$ cat config.mk
export PLATFORM = sky130hd
export DESIGN_NAME = vector_alu_exec
export DESIGN_NICKNAME = d
export VERILOG_FILES = /design/src/rtl/vector_alu_exec.sv
export SDC_FILE = /design/constraint.sdc
export NUM_CORES = 1
export LEC_CHECK = 0
export CAP_MARGIN = 10
export CORE_UTILIZATION = 42
export DETAILED_ROUTE_END_ITERATION = 16
export GPL_ROUTABILITY_DRIVEN = 0
export PLACE_DENSITY = 0.58
export SLEW_MARGIN = 5
export SYNTH_ARGS = -nofsm -noshare
export SYNTH_HDL_FRONTEND = slang
export SYNTH_SLANG_ARGS = --single-unit
export TNS_END_PERCENT = 1
$ cat constraint.sdc
create_clock -name clk -period 13.3 [get_ports clk]
set_input_delay 2.66 -clock clk [delete_from_list [all_inputs] [get_ports clk]]
set_output_delay 2.66 -clock clk [all_outputs]
set_load 0.01 [all_outputs]
$ cat src/rtl/vector_alu_exec.sv
// Vector execute stage: latches one op, computes LANES x WIDTH lane results (iterative
// restoring divide for DIV) and holds them until writeback. Option: VEC_ALU_SATURATE_EN.
module vector_alu_exec #(
   parameter int unsigned LANES = 4,
   parameter int unsigned WIDTH = 8
) (
   input  logic                   clk,
   input  logic                   reset,
   input  logic                   in_valid,
   output logic                   in_ready,
   input  logic [2:0]             alu_control,
   input  logic                   src_a_sel,
   input  logic [LANES*WIDTH-1:0] vec_a,
   input  logic [WIDTH-1:0]       scalar_a,
   input  logic [LANES*WIDTH-1:0] vec_b,
   output logic                   out_valid,
   input  logic                   out_ready,
   output logic [LANES*WIDTH-1:0] result,
   output logic [LANES-1:0]       flag_z,
   output logic [LANES-1:0]       flag_n,
   output logic                   div_zero,
   output logic                   write_en
);

   localparam int unsigned VW = LANES * WIDTH;
   localparam int unsigned CW = (WIDTH > 1) ? $clog2(WIDTH) : 1;

   localparam logic [2:0] OpAdd = 3'b000;
   localparam logic [2:0] OpSub = 3'b001;
   localparam logic [2:0] OpMov = 3'b010;
   localparam logic [2:0] OpMul = 3'b011;
   localparam logic [2:0] OpDiv = 3'b100;
   localparam logic [2:0] OpCmp = 3'b101;
   localparam logic [2:0] OpDup = 3'b111;

   typedef enum logic [1:0] {StIdle, StExec, StDiv, StHold} state_e;

   state_e          state_q, state_d;
   logic [2:0]      op_q;
   logic            sel_q;
   logic [VW-1:0]   a_q, b_q, rem_q, quo_q;
   logic [CW-1:0]   cnt_q;
   logic [VW-1:0]   result_q;
   logic [LANES-1:0] flag_z_q, flag_n_q;
   logic            div_zero_q, write_en_q;

   logic [VW-1:0]   a_in;
   logic            div_last;

   // single-cycle datapath
   logic [VW-1:0]    ex_result;
   logic [LANES-1:0] ex_z, ex_n;
   logic             ex_we;
   logic [WIDTH-1:0] la, lb, lr;
   logic [WIDTH:0]   lsum;
   logic [2*WIDTH-1:0] lprod;

   // divide datapath
   logic [VW-1:0]    dv_dvd, dv_rem, dv_quo;
   logic [LANES-1:0] dv_z, dv_bz;
   logic [WIDTH-1:0] da, db, dr, dq;
   logic [WIDTH:0]   dshift, ddiff;
   logic             dge;

   assign a_in     = src_a_sel ? {LANES{scalar_a}} : vec_a;
   assign div_last = (cnt_q == CW'(WIDTH - 1));

   // State register
   always_ff @(posedge clk) begin
      if (reset) state_q <= StIdle;
      else       state_q <= state_d;
   end

   // Next-state logic
   always_comb begin
      state_d = state_q;
      unique case (state_q)
         StIdle:  if (in_valid) state_d = (alu_control == OpDiv) ? StDiv : StExec;
         StExec:  state_d = StHold;
         StDiv:   if (div_last) state_d = StHold;
         StHold:  if (out_ready) state_d = StIdle;
         default: state_d = StIdle;
      endcase
   end

   // Outputs
   always_comb begin
      in_ready  = (state_q == StIdle);
      out_valid = (state_q == StHold);
      result    = result_q;
      flag_z    = flag_z_q;
      flag_n    = flag_n_q;
      div_zero  = div_zero_q;
      write_en  = write_en_q;
   end

   always_comb begin
      ex_result = '0;
      ex_z      = '0;
      ex_n      = '0;
      la        = '0;
      lb        = '0;
      lr        = '0;
      lsum      = '0;
      lprod     = '0;
      case (op_q)
         OpAdd, OpSub, OpMov, OpMul: ex_we = 1'b1;
         OpDup:                      ex_we = !sel_q;
         default:                    ex_we = 1'b0;
      endcase
      for (int i = 0; i < int'(LANES); i++) begin
         la    = a_q[i*WIDTH +: WIDTH];
         lb    = b_q[i*WIDTH +: WIDTH];
         lsum  = {1'b0, la} + {1'b0, lb};
         lprod = {{WIDTH{1'b0}}, la} * {{WIDTH{1'b0}}, lb};
         case (op_q)
`ifdef VEC_ALU_SATURATE_EN
            OpAdd: lr = lsum[WIDTH] ? '1 : lsum[WIDTH-1:0];
            OpSub: lr = (la < lb) ? '0 : la - lb;
            OpMul: lr = (lprod[2*WIDTH-1:WIDTH] != '0) ? '1 : lprod[WIDTH-1:0];
`else
            OpAdd: lr = lsum[WIDTH-1:0];
            OpSub: lr = la - lb;
            OpMul: lr = lprod[WIDTH-1:0];
`endif
            OpMov: lr = lb;
            OpDup: lr = sel_q ? '0 : a_q[WIDTH-1:0];
            default: lr = '0;
         endcase
         ex_result[i*WIDTH +: WIDTH] = lr;
         ex_z[i] = (op_q == OpCmp) ? (la == lb) : (lr == '0);
         ex_n[i] = (op_q == OpCmp) && (la < lb);
      end
   end

   // One restoring step per lane; a zero divisor always subtracts, giving all-ones quotient.
   always_comb begin
      dv_dvd = '0;
      dv_rem = '0;
      dv_quo = '0;
      dv_z   = '0;
      dv_bz  = '0;
      da     = '0;
      db     = '0;
      dr     = '0;
      dq     = '0;
      dshift = '0;
      ddiff  = '0;
      dge    = 1'b0;
      for (int i = 0; i < int'(LANES); i++) begin
         da     = a_q[i*WIDTH +: WIDTH];
         db     = b_q[i*WIDTH +: WIDTH];
         dr     = rem_q[i*WIDTH +: WIDTH];
         dq     = quo_q[i*WIDTH +: WIDTH];
         dshift = {dr, da[WIDTH-1]};
         ddiff  = dshift - {1'b0, db};
         dge    = (dshift >= {1'b0, db});
         dv_rem[i*WIDTH +: WIDTH] = dge ? ddiff[WIDTH-1:0] : dshift[WIDTH-1:0];
         dv_quo[i*WIDTH +: WIDTH] = {dq[WIDTH-2:0], dge};
         dv_dvd[i*WIDTH +: WIDTH] = {da[WIDTH-2:0], 1'b0};
         dv_z[i]  = ({dq[WIDTH-2:0], dge} == '0);
         dv_bz[i] = (db == '0);
      end
   end

   always_ff @(posedge clk) begin
      if (reset) begin
         op_q       <= '0;
         sel_q      <= 1'b0;
         a_q        <= '0;
         b_q        <= '0;
         rem_q      <= '0;
         quo_q      <= '0;
         cnt_q      <= '0;
         result_q   <= '0;
         flag_z_q   <= '0;
         flag_n_q   <= '0;
         div_zero_q <= 1'b0;
         write_en_q <= 1'b0;
      end else begin
         unique case (state_q)
            StIdle: begin
               if (in_valid) begin
                  op_q  <= alu_control;
                  sel_q <= src_a_sel;
                  a_q   <= a_in;
                  b_q   <= vec_b;
                  rem_q <= '0;
                  quo_q <= '0;
                  cnt_q <= '0;
               end
            end
            StExec: begin
               result_q   <= ex_result;
               flag_z_q   <= ex_z;
               flag_n_q   <= ex_n;
               div_zero_q <= 1'b0;
               write_en_q <= ex_we;
            end
            StDiv: begin
               a_q   <= dv_dvd;
               rem_q <= dv_rem;
               quo_q <= dv_quo;
               cnt_q <= cnt_q + 1'b1;
               if (div_last) begin
                  result_q   <= dv_quo;
                  flag_z_q   <= dv_z;
                  flag_n_q   <= '0;
                  div_zero_q <= |dv_bz;
                  write_en_q <= 1'b1;
               end
            end
            default: ;
         endcase
      end
   end

endmodule

==> flow_metrics.tcl <==
set metrics [dict create \
    ctsRootBufferMaster "clkbuf_16" \
    p_int_mw 1.63 \
    fin_util 0.483 \
    yosys_most_used_dff "dfxtp_1" \
    routed_via_density 5.72 \
    p_leak_nw 7.77 \
    start_util 0.426 \
    die_area_um2 38900 \
    synth_area_leaders "dfxtp_1 (22%), ha_1 (13%), fa_1 (7.5%)" \
    min_to "result[24]" \
    synth_cell_type_count 86 \
    dp_hpwl_um 39700 \
    post_cts_resized 0 \
    crit_path_end_kind "flip-flop" \
    synth_area_um2 16000 \
    fin_area_um2 18100 \
    slew-limit-headroom 0.203 \
    setup_viol 0 \
    placedInstanceArea_um2 17500 \
    path_clk_slew_ns 0.07 \
    yosys.area.top_type_share 0.219 \
    cp_slowest_cell "buf_4" \
    antenna_cells 0 \
    rsz0062_at_grt "no" \
    holdPathStages 2 \
    pin_count 124 \
    num_vias 14900 \
    cts_hold_buf 0 \
    period_minus_slack_ns 4.85 \
    totalPowerFinal_mw 3.15 \
    synth_common_cells "nor2_1 (233), nand2_1 (209), a21oi_1 (204)" \
    reg2reg_slack_ns 8.45 \
    nFillCells 3681 \
    hold_path.class "reg2reg" \
    die_h_um 197 \
    ff_latch_area_um2 3500 \
    slowest_delay_ns 0.90 \
    setup_slack_ns 8.45 \
    post_cts_buffers 0 \
    fin_crit_sh 0.365 \
    pre_cts_slack_ns 7.98 \
    fin_cells 2607 \
    cp_data_required_time_ns 13.63 \
    p_per_area_nw_per_um2 174 \
    yosysTopAreaCell "dfxtp_1" \
    syn_inst 2040 \
    vdd_drop_max_uv 115 \
    path_common_cell "nor2_1" \
    crit_arrival_ns 5.19 \
    synth_warnings 0 \
    drv_cap 0 \
    drt-total-wl_um 53600 \
    p_clk_frac 0.174 \
    slew_viol_final 0 \
    r2r-end "result[15]" \
    outcome "finished clean" \
    drc_errors 0 \
    synth.area.mux_share 0.0479 \
    synth_top_family_by_area "simple AND/OR/NAND/NOR gates" \
    num-nets-final 2389 \
    drive_gt1_frac 0.0458 \
    grt_pass1_vias 14600 \
    worstMarginPinSlew_ns 1.20 \
    grt_max_degree 105 \
    timing.fmax_mhz 206 \
    drt_iter0_drc 1162 \
    synth_fa_ha_area_frac 0.204 \
    routedWlPerCell_um 20.6 \
    cts_max_path_buffers 2 \
    hold_viol 0 \
    die_w_um 197 \
    fin_setup_tns_ns 0 \
    pwr-share-seq 0.257 \
    syn_to_final_growth_pct 13.1 \
    clk_latency_ns 0.47 \
    crit_fanout 104 \
    grt_usage 0.282 \
    io_buffers 123 \
    multiInputGateArea_um2 11400 \
    crit_path_start_kind "input pin" \
    cts_made_buffers 17 \
    comb_power_share 0.568 \
    worstHoldStart "result[24]" \
    row_count 71 \
    ant_nets 0 \
    finClkSkew_ns 0.0202 \
    critPathBufInv 2 \
    async_flop_share 0 \
    swShare 0.483 \
    cpLargestDelayFamily "buffers and inverters" \
    fp.coreArea_um2 37600 \
    reg2regPathDepth 15 \
    synth-edff-count 0 \
    grt_pass1_wl_um 83800 \
    synth_compound_area_frac 0.195 \
    ys_seq_area_frac 0.219 \
    antenna_found_initial 0 \
    cts.sinks 175 \
    hold_slack_ns 0.455 \
    h-tree-depth 4 \
    grt-ovfl-total 0 \
    syn_avg_cell_area_um2 7.85 \
    tritoncts "yes" \
    switchingPower_mw 1.52 \
    synth_most_common_cell "nor2_1" \
    ys_seq_elements 175 \
    dp.cells 2576 \
    syn_nets 2345 \
    crit_type "in2reg" \
    synth-simple-area-share 0.209 \
    crit_chain "clkdlybuf4s50_1, and2_2, a21oi_4, buf_4, nor2_1, a21oi_1, nor2_1" \
    synth-xor-area-share 0.0518 \
    first_pass_iters 6 \
    reg2reg_from "b_q[11]" \
]
==> per-layer routing <==
metal / part of all wire / global-route usage
met1: 0.45 / 0.373
met2: 0.45 / 0.447
met3: 0.066 / 0.0516
met4: 0.041 / 0.123
met5: 0 / 0
==> worst min-delay path, delay by kind of cell, from the launching register on <==
family / cells / cell delay (ns)
AND/OR/NAND/NOR: 1 / 0.05
flip-flops: 1 / 0.31
AO/OA/AOI/OAI: 1 / 0.05
==> sequential cells by signal, summed over array words and instances (netlist names), 2 cells and up <==
name and cells:
a_q 32, b_q 32, rem_q 32, result 32, quo_q 28, flag_n 4
flag_z 4, cnt_q 3, op_q 3, state_q 2
==> layout by cell type (no fill, tap or decap), types with 13 or more instances in the layout <==
cell type and instances:
nor2_1 233, nand2_1 208, a21oi_1 203, dfxtp_1 174, inv_1 167, ha_1 164
clkdlybuf4s50_1 121, o21ai_0 68, and2_1 65, mux2i_1 62, fa_1 60, a22oi_1 46
xor2_1 33, nor2b_1 32, xnor2_1 31, nor3_1 27, a21o_1 25, nand3_1 25
a211oi_1 23, buf_4 21, nor4_1 20, nand2b_1 18, nand4_1 18, clkbuf_16 17
a31oi_1 14, mux2_2 13, and3_1 13
==> cells by family (layout without fill, tap and decap cells) <==
kind of cell,Yosys count,after routing
compound gates,490,490
xor+xnor,76,76
fa+ha+maj,225,225
buf+inv,290,346
flops,175,175
mux,75,75
simple gates,709,709
==> how the worst max path moves through the flow <==
stage / start / to / slack (ns) / depth (start not counted)
after floorplan: reset / flag_z[2] / 8.94 / 6
after CTS: b_q[19] / result[23] / 8.47 / 15
after detailed placement: in_valid / rem_q[31] / 7.98 / 6
after global placement: in_valid / a_q[31] / 8.08 / 7
after global routing: b_q[11] / result[15] / 8.22 / 15
final: in_valid / a_q[23] / 8.45 / 7
==> cell type report <==
type	instances	area share
Multi-Input combinational cell	1575	0.626
Clock buffer	17	0.0235
Clock inverter	14	0.0106
Timing Repair Buffer	143	0.0758
Sequential cell	175	0.193
Tap cell	511	0.0353
Inverter	172	0.0356
==> power groups by stage <==
stage	Sequential [mW]	Combinational (mW)	Clock, mW
detailed placement	0.820	1.76	0
global route	0.828	1.96	0.575
CTS	0.809	1.77	0.554
global placement	0.819	1.74	0
finish	0.811	1.79	0.549
floorplan	0.759	1.24	0
No activity file was read; power rests on OpenSTA's default activity.
